### src/rtl/pong_pkg.sv
// Shared pong definitions: object codes, bar rows, scan states and LED word packing.
package pong_pkg;

   localparam logic [1:0] OBJ_BAR  = 2'b10;
   localparam logic [1:0] OBJ_BALL = 2'b01;
   localparam logic [1:0] OBJ_NONE = 2'b00;

   // Bar rows are shared with the game-logic block so collisions match what is drawn.
   localparam logic [3:0] BAR1_ROW_DEF = 4'd12;
   localparam logic [3:0] BAR2_ROW_DEF = 4'd3;

   typedef enum logic [2:0] {IDLE, BAR1, BAR2, BALL, BLANK} scan_state_t;

   function automatic logic [9:0] pack_led(input logic [1:0] obj, input logic [3:0] row,
                                           input logic [2:0] col);
      return {obj, 1'b0, row, col};
   endfunction

   // A bar pixel that runs off the right edge is blanked rather than wrapped.
   function automatic logic [9:0] bar_word(input logic [2:0] x, input logic [3:0] off,
                                           input logic [3:0] row);
      logic [3:0] col;
      col = {1'b0, x} + off;
      if (col > 4'd7) return '0;
      return pack_led(OBJ_BAR, row, col[2:0]);
   endfunction

endpackage

### src/rtl/disp_slot_timer.sv
// Dwell counter for one display slot; slot_done marks the last cycle of a slot.
module disp_slot_timer #(
   parameter int DWELL = 2000
) (
   input  logic CLK,
   input  logic RSTn,
   input  logic run,
   output logic slot_done
);

   localparam int CNT_W = $clog2(DWELL);

   logic [CNT_W-1:0] cnt;

   assign slot_done = run && (cnt == CNT_W'(DWELL - 1));

   always_ff @(posedge CLK or negedge RSTn) begin
      if (!RSTn)                  cnt <= '0;
      else if (!run || slot_done) cnt <= '0;
      else                        cnt <= cnt + CNT_W'(1);
   end

endmodule

### src/rtl/pong_disp_scan.sv
// Pong display scanner: round-robin bar/ball/blank slots, positions snapshotted per frame.
module pong_disp_scan
   import pong_pkg::*;
#(
   parameter int         BAR_LEN     = 3,
   parameter logic [3:0] BAR1_ROW    = BAR1_ROW_DEF,
   parameter logic [3:0] BAR2_ROW    = BAR2_ROW_DEF,
   parameter int         DWELL       = 2000,
   parameter int         BALL_SLOTS  = 3,
   parameter int         BLANK_SLOTS = 119
) (
   input  logic       CLK,
   input  logic       RSTn,
   input  logic       disp_en,
   input  logic [2:0] bar1_x,
   input  logic [2:0] bar2_x,
   input  logic [2:0] ball_x,
   input  logic [3:0] ball_y,
   output logic [9:0] LEDOUT,
   output logic       frame_start
);

   localparam int IDX_MAX = (BAR_LEN > BALL_SLOTS) ?
                            ((BAR_LEN > BLANK_SLOTS) ? BAR_LEN : BLANK_SLOTS) :
                            ((BALL_SLOTS > BLANK_SLOTS) ? BALL_SLOTS : BLANK_SLOTS);
   localparam int IDX_W   = $clog2(IDX_MAX + 1);

   scan_state_t      state;
   logic [IDX_W-1:0] idx;
   logic [IDX_W-1:0] idx_nxt;
   logic [3:0]       idx_off;
   logic [2:0]       snap_bar1;
   logic [2:0]       snap_bar2;
   logic [2:0]       snap_ball_x;
   logic [3:0]       snap_ball_y;
   logic             run;
   logic             slot_done;
   logic             start;

   assign run     = disp_en && (state != IDLE);
   assign idx_nxt = idx + IDX_W'(1);
   assign idx_off = 4'(idx_nxt);
   assign start   = (state == IDLE) ||
                    (slot_done && state == BLANK && idx == IDX_W'(BLANK_SLOTS - 1));

   disp_slot_timer #(.DWELL(DWELL)) u_timer (
      .CLK       (CLK),
      .RSTn      (RSTn),
      .run       (run),
      .slot_done (slot_done)
   );

   always_ff @(posedge CLK or negedge RSTn) begin
      if (!RSTn) begin
         state       <= IDLE;
         idx         <= '0;
         LEDOUT      <= '0;
         frame_start <= 1'b0;
         snap_bar1   <= '0;
         snap_bar2   <= '0;
         snap_ball_x <= '0;
         snap_ball_y <= '0;
      end else if (!disp_en) begin
         state       <= IDLE;
         idx         <= '0;
         LEDOUT      <= '0;
         frame_start <= 1'b0;
      end else begin
         frame_start <= 1'b0;
         if (start) begin
            // Slot 0 is built from the live inputs since the snapshot updates on this same edge.
            state       <= BAR1;
            idx         <= '0;
            LEDOUT      <= bar_word(bar1_x, 4'd0, BAR1_ROW);
            frame_start <= 1'b1;
            snap_bar1   <= bar1_x;
            snap_bar2   <= bar2_x;
            snap_ball_x <= ball_x;
            snap_ball_y <= ball_y;
         end else if (slot_done) begin
            case (state)
               BAR1: begin
                  if (idx == IDX_W'(BAR_LEN - 1)) begin
                     state  <= BAR2;
                     idx    <= '0;
                     LEDOUT <= bar_word(snap_bar2, 4'd0, BAR2_ROW);
                  end else begin
                     idx    <= idx_nxt;
                     LEDOUT <= bar_word(snap_bar1, idx_off, BAR1_ROW);
                  end
               end
               BAR2: begin
                  if (idx == IDX_W'(BAR_LEN - 1)) begin
                     state  <= BALL;
                     idx    <= '0;
                     LEDOUT <= pack_led(OBJ_BALL, snap_ball_y, snap_ball_x);
                  end else begin
                     idx    <= idx_nxt;
                     LEDOUT <= bar_word(snap_bar2, idx_off, BAR2_ROW);
                  end
               end
               BALL: begin
                  if (idx == IDX_W'(BALL_SLOTS - 1)) begin
                     state  <= BLANK;
                     idx    <= '0;
                     LEDOUT <= pack_led(OBJ_NONE, 4'd0, 3'd0);
                  end else begin
                     idx    <= idx_nxt;
                     LEDOUT <= pack_led(OBJ_BALL, snap_ball_y, snap_ball_x);
                  end
               end
               BLANK: begin
                  idx    <= idx_nxt;
                  LEDOUT <= '0;
               end
               default: begin
                  state  <= IDLE;
                  idx    <= '0;
                  LEDOUT <= '0;
               end
            endcase
         end
      end
   end

endmodule

### config.mk
export PLATFORM = sky130hd
export DESIGN_NAME = pong_disp_scan
export DESIGN_NICKNAME = d
export VERILOG_FILES = /design/src/rtl/pong_pkg.sv /design/src/rtl/disp_slot_timer.sv /design/src/rtl/pong_disp_scan.sv
export SDC_FILE = /design/constraint.sdc
export NUM_CORES = 1
export LEC_CHECK = 0
export BUFFER_PORTS_ARGS = -buffer_cell sky130_fd_sc_hd__buf_2
export CAP_MARGIN = 5
export CORE_MARGIN = 2
export CORE_UTILIZATION = 46
export CTS_CLUSTER_SIZE = 28
export DETAILED_ROUTE_END_ITERATION = 10
export PLACE_DENSITY = 0.61
export SLEW_MARGIN = 0
export SYNTH_ARGS = -nofsm -noshare
export SYNTH_HDL_FRONTEND = slang
export SYNTH_HIERARCHICAL = 1
export SYNTH_SLANG_ARGS = --single-unit
### constraint.sdc
create_clock -name CLK -period 5.7 [get_ports CLK]
set_input_delay 0.57 -clock CLK [delete_from_list [all_inputs] [get_ports CLK]]
set_output_delay 0.57 -clock CLK [all_outputs]
set_load 0.05 [all_outputs]
Yosys cells after proc, flatten, opt, wreduce, memory -nomap -nowiden

Cells that the tools add are included.

Register bits: 45
Latch bits: 0
RAM bits: 0
Memory bits (read-only): 0
Input port bits: 16
Output and inout port bits: 11
Logic and storage cells: 92
Memories kept: 0

Add/subtract/negate cells: 4
$mul: 0
Divide/modulo/power cells: 0
$lt $le $gt $ge: 4
Equal/unequal tests: 12
Shift-type cells: 0
Muxes and demuxes: 51
Bitwise gates (word level): 0
Reductions and logical operators: 12

Operators with widths:

| kind                  | count |
|---|---|
| $mux 10               | 13 |
| $pmux 10 s3           | 1 |
| $mux 7                | 4 |
| $mux 1                | 23 |
| $mux 3                | 6 |
| $pmux 7 s2            | 1 |
| $ne 4x4->1 const B    | 3 |
| $pmux 3 s4            | 1 |
| $add 11x1->11 const B | 1 |
| $eq 11x11->1 const B  | 1 |
| $mux 11               | 1 |
| $mux 9                | 1 |
| $add 3x4->4           | 2 |
| $gt 4x3->1 const B    | 2 |
| $add 7x1->7 const B   | 1 |
| $eq 7x2->1 const B    | 1 |
| $eq 7x7->1 const B    | 1 |
| $eq 3x2->1 const B    | 2 |
| $gt 3x3->1 const B    | 2 |
| $reduce_and 5->1      | 1 |
| $logic_and 1x1->1     | 4 |
| $eq 3x1->1 const B    | 1 |
| $eq 3x3->1 const B    | 1 |
| $logic_not 3->1       | 1 |
| other kinds (7)       | 8 |

Longest topological paths before layout

Word-level depth: 15
Mapped depth: 12

Cells and area by module

The synthesis kept the hierarchy.

By module, submodules not included:

| module          | instances | cells an instance | area each (um^2) | seq. area each (um^2) |
|---|---|---|---|---|
| pong_disp_scan  | 1         | 226               | 2,011.9          | 825.8 |
| disp_slot_timer | 1         | 58                | 548.0            | 275.3 |

Worst setup path before layout

OpenSTA, ideal clock, no wires.

Path type: register -> register
From: register state[2]
To: register LEDOUT[2]
Arrival: 2,560 ps
Data required time: 5,562 ps
Slack: 3,002 ps
Cell stages (with the launch flop): 12
Path buffers: 1
Cells stage by stage: dfrtp_1 > clkbuf_1 > o31ai_1 > inv_1 > inv_1 > nor3_1 > nand3b_1 > o21ai_1 > nand3_1 > inv_1 > a22o_1 > or4_1

Word-level cells in the longest chain between the ends: 8
Elaborated cells between the ends (all ways): 16
Those cells by class: eq/ne (5); mux (4); reduce/logical (7)

RTL lines:

| what                           | line                  | RTL |
|---|---|---|
| start, declared                | pong_disp_scan.sv:28  | `scan_state_t state;` |
| start signal, assigned         | pong_disp_scan.sv:55  | `state <= IDLE;` |
| start signal, assigned         | pong_disp_scan.sv:64  | `state <= IDLE;` |
| start signal, assigned         | pong_disp_scan.sv:72  | `state <= BAR1;` |
| $reduce_bool 3->1 *            | pong_disp_scan.sv:40  | `assign run = disp_en && (state != IDLE);` |
| $logic_and 1x1->1 *            | pong_disp_scan.sv:40  |  |
| named net run                  | pong_disp_scan.sv:36  | `logic run;` |
| $logic_and 1x1->1 *            | disp_slot_timer.sv:15 | `assign slot_done = run && (cnt == CNT_W'(DWELL - 1));` |
| named net slot_done            | pong_disp_scan.sv:37  | `logic slot_done;` |
| $logic_and 1x1->1 (2 in a row) | pong_disp_scan.sv:44  | `(slot_done && state == BLANK && idx == IDX_W'(BLANK_SLOTS - 1));` |
| $logic_or 1x1->1               | pong_disp_scan.sv:43  | `assign start = (state == IDLE) \|\|` |
| $mux 10                        | pong_disp_scan.sv:70  | `if (start) begin` |
| $mux 10                        | pong_disp_scan.sv:63  | `end else if (!disp_en) begin` |
| end signal, assigned           | pong_disp_scan.sv:74  | `LEDOUT <= bar_word(bar1_x, 4'd0, BAR1_ROW);` |
| end signal, assigned           | pong_disp_scan.sv:86  | `LEDOUT <= bar_word(snap_bar2, 4'd0, BAR2_ROW);` |
| end signal, assigned           | pong_disp_scan.sv:89  | `LEDOUT <= bar_word(snap_bar1, idx_off, BAR1_ROW);` |
| end, declared                  | pong_disp_scan.sv:19  | `output logic [9:0] LEDOUT,` |

The timed path passes the listed nets; every way through them passes the cells marked *. The select of a mux whose other input is x is not followed.
A chain may end at the register's enable or synchronous reset.

Worst setup path after layout

From: register state[0]
To: register LEDOUT[2]

The elaborated chain is that of the path after synthesis.

==> impl_metrics.json <==
{
  "hp-class": "primary input to asynchronous set/reset pin",
  "use_met3_pct": 4.48,
  "yosys-top-cells-area": "dfrtp_1 (43%), nand2_1 (7.5%), ha_1 (4.4%)",
  "final.min_clock_period_ns": 3.80,
  "ir_drop_mv": 0.172,
  "numCtsBuffers": 5,
  "use_met2_pct": 28.9,
  "synthCells": 284,
  "status": "completed",
  "ys_warn_count": 6,
  "syn2layout_area_growth_pct": 11.3,
  "rsz0062_at_grt": "no",
  "dieArea_um2": 6180,
  "synth_area_leader_cell": "dfrtp_1",
  "grt_use_total_pct": 20.7,
  "grt_max_degree": 45,
  "p_leak_nw": 1.31,
  "cts-root-buf": "clkbuf_8",
  "endpoint_kind": "register",
  "finish.instance_area_um2": 2850,
  "dp_cells": 371,
  "clk_latency_ns": 0.31,
  "cts-htree-levels": 2,
  "row_count": 27,
  "hold_violations": 0,
  "cts_hold_buf": 0,
  "max_freq_ghz": 0.263,
  "ys.flop_type": "dfrtp_1",
  "slew_headroom_pct": 35.0,
  "synthesis.area_um2": 2560,
  "reg2regPathDepth": 11,
  "startpoint_type": "register",
  "post_cts_resized": 0,
  "synth_top_area_share_pct": 43.0,
  "drt_iter0_markers": 135,
  "setup_tns_ns": 0,
  "worstReg2RegEnd": "LEDOUT[2]$_DFFE_PN0P_",
  "fin_skew_ns": 0.00934,
  "drc": 0,
  "cp_max_fo": 16,
  "cap_violations": 0,
  "synth.net_count": 311,
  "grtUsageMet1_pct": 31.0,
  "ys_ff_latch": 44,
  "grt_pass1_wl_um": 10000,
  "worst_pin_slew_ns": 0.975,
  "vias": 2142,
  "synth_cell_types": 57,
  "antenna_left": 0,
  "cp.arrival_ns": 3.99,
  "worstPathRequired_ns": 5.89,
  "grt.overflow.total": 0,
  "regToRegSetupSlack_ns": 1.90,
  "cts.path.max_buffers": 2,
  "crit_type": "register to register",
  "synth_edf_count": 0,
  "diodes": 0,
  "nNetsFinal": 333,
  "via_per_inst": 5.65,
  "pre_cts_ws_ns": 1.89,
  "fp.dieW_um": 78.6,
  "die_h_um": 78.6,
  "seq_area_frac_synth_pct": 43.0,
  "antenna_found_initial": 0,
  "wl_per_cell_um": 15.3,
  "setup_viol": 0,
  "initial_core_util_pct": 47.1,
  "dp.final_hpwl_um": 4240,
  "ioPinCount": 27,
  "p_total_mw": 0.677,
  "place_area_um2": 2730,
  "cts_sinks": 44,
  "post-route-period-util_pct": 66.7,
  "core-area_um2": 5440,
  "totalWireLength_um": 5790,
  "cts_tree": "done",
  "power_density_nw_per_um2": 238,
  "final_layout_size_suffix_gt1_share_pct": 14.3,
  "final_cells": 379,
  "final.fill_count": 525,
  "place_congestion": 0.896,
  "first_pass_iters": 4,
  "avgSynthCellArea_um2": 9.01,
  "maxSlewViolCount": 0,
  "async_reset_ff_share_pct": 100,
  "grt_pass1_vias": 2055,
  "post_cts_buffers": 0,
  "path_clk_slew_ns": 0.09,
  "reg2reg_from": "state[0]$_DFFE_PN0P_",
  "grt-busiest-layer": "met1",
  "port-buffer-count": 25,
  "setup_slack_ns": 1.90
}
-- layout make-up --
cell class	instances	area, um2	share of cell area, %
repair buffers	26	133	4.66
inverters	9	33.8	1.19
clock inverters	3	46.3	1.62
well taps	72	90.1	3.16
multi-input cells	220	1380	48.3
clock buffers	5	68.8	2.42
flip-flops and latches	44	1100	38.6
-- through the flow --
stage / util [%] / hold WS, ns
after floorplan: - / 0.274
after global placement: 50.3 / 0.464
after detailed placement: 50.3 / 0.464
after CTS: 52.4 / 0.443
after global routing: 52.4 / 0.441
final: 52.4 / 0.414
-- synth_stat cells (all sizes together) (3+ instances only) --
master  instances
nor2b           5
nor3            6
xor2           10
o211ai          3
a22o            3
nand2          52
inv             9
nand3b          3
a21o            3
or4             3
clkbuf          7
and3            7
nand2b          3
nor2           18
buf             4
ha              9
a31oi           3
dfrtp          44
nand3          21
nand4           9
o31ai           3
xnor2           5
o21ai          12
nor4            4
a21oi           7
-- logic make-up after synthesis --
logic type | Yosys count | share of synthesized area [%]
buffers and inverters | 20 | 3.42
AND/OR/NAND/NOR | 138 | 26.9
XOR/XNOR | 15 | 5.13
multiplexers | 2 | 0.782
other | 1 | 0.146
flip-flops | 44 | 43.0
adder cells (fa/ha/maj) | 11 | 5.96
AO/OA/AOI/OAI | 53 | 14.6
-- worst max path at each step --
stage / startpoint / end / slack [ns] / cells past startpoint
2_1_floorplan: state[2]$_DFFE_PN0P_ / LEDOUT[2]$_DFFE_PN0P_ / 3.00 / 11
3_3_place_gp: state[0]$_DFFE_PN0P_ / LEDOUT[2]$_DFFE_PN0P_ / 2.10 / 11
3_5_place_dp: state[0]$_DFFE_PN0P_ / LEDOUT[2]$_DFFE_PN0P_ / 1.89 / 11
4_1_cts: state[0]$_DFFE_PN0P_ / LEDOUT[2]$_DFFE_PN0P_ / 1.89 / 11
5_1_grt: state[0]$_DFFE_PN0P_ / LEDOUT[2]$_DFFE_PN0P_ / 1.41 / 11
6_report: state[0]$_DFFE_PN0P_ / LEDOUT[2]$_DFFE_PN0P_ / 1.90 / 11
-- critical path, cell delays in order (launching register included) --
cell and delay (ns):
dfrtp_1 0.54, o31ai_1 0.50, inv_1 0.21, inv_1 0.19
nor3_2 0.06, buf_4 0.19, nand3b_1 0.12, o21ai_1 0.17
nand3_1 0.48, inv_1 0.39, a22o_1 0.32, or4_1 0.50
-- flip-flops by register name (all words and copies together) (netlist names) --
signal,cells
idx,7
snap_bar1,3
snap_bar2,3
snap_ball_x,3
snap_ball_y,4
LEDOUT,9
state,3
u_timer/cnt,11
frame_start,1
-- power breakdown --
part	switching, mW	total, mW	internal [mW]
clock network	0.117	0.249	0.132
registers	0.0147	0.343	0.328
logic	0.0558	0.0857	0.0299
-- layer usage --
metal | wire (um) | part of all wire [%] | vias to the layer above
li1 | - | - | 1056
met1 | 2930 | 51 | 1022
met2 | 2390 | 41 | 53
met3 | 382 | 6.6 | 11
met4 | 83 | 1.4 | 0
met5 | 0 | 0 | -
-- placed cells by master, fill, tap and decap left out, types with 6 or more instances in the layout --
master    n
inv_1     9
nand2_1  51
and3_1    6
buf_2    25
ha_1      9
xor2_1   10
o21ai_0  10
nand3_1  20
dfrtp_1  44
nand4_1   9
a21oi_1   7
nor2_1   17
No activity file was read; power rests on OpenSTA's default activity.
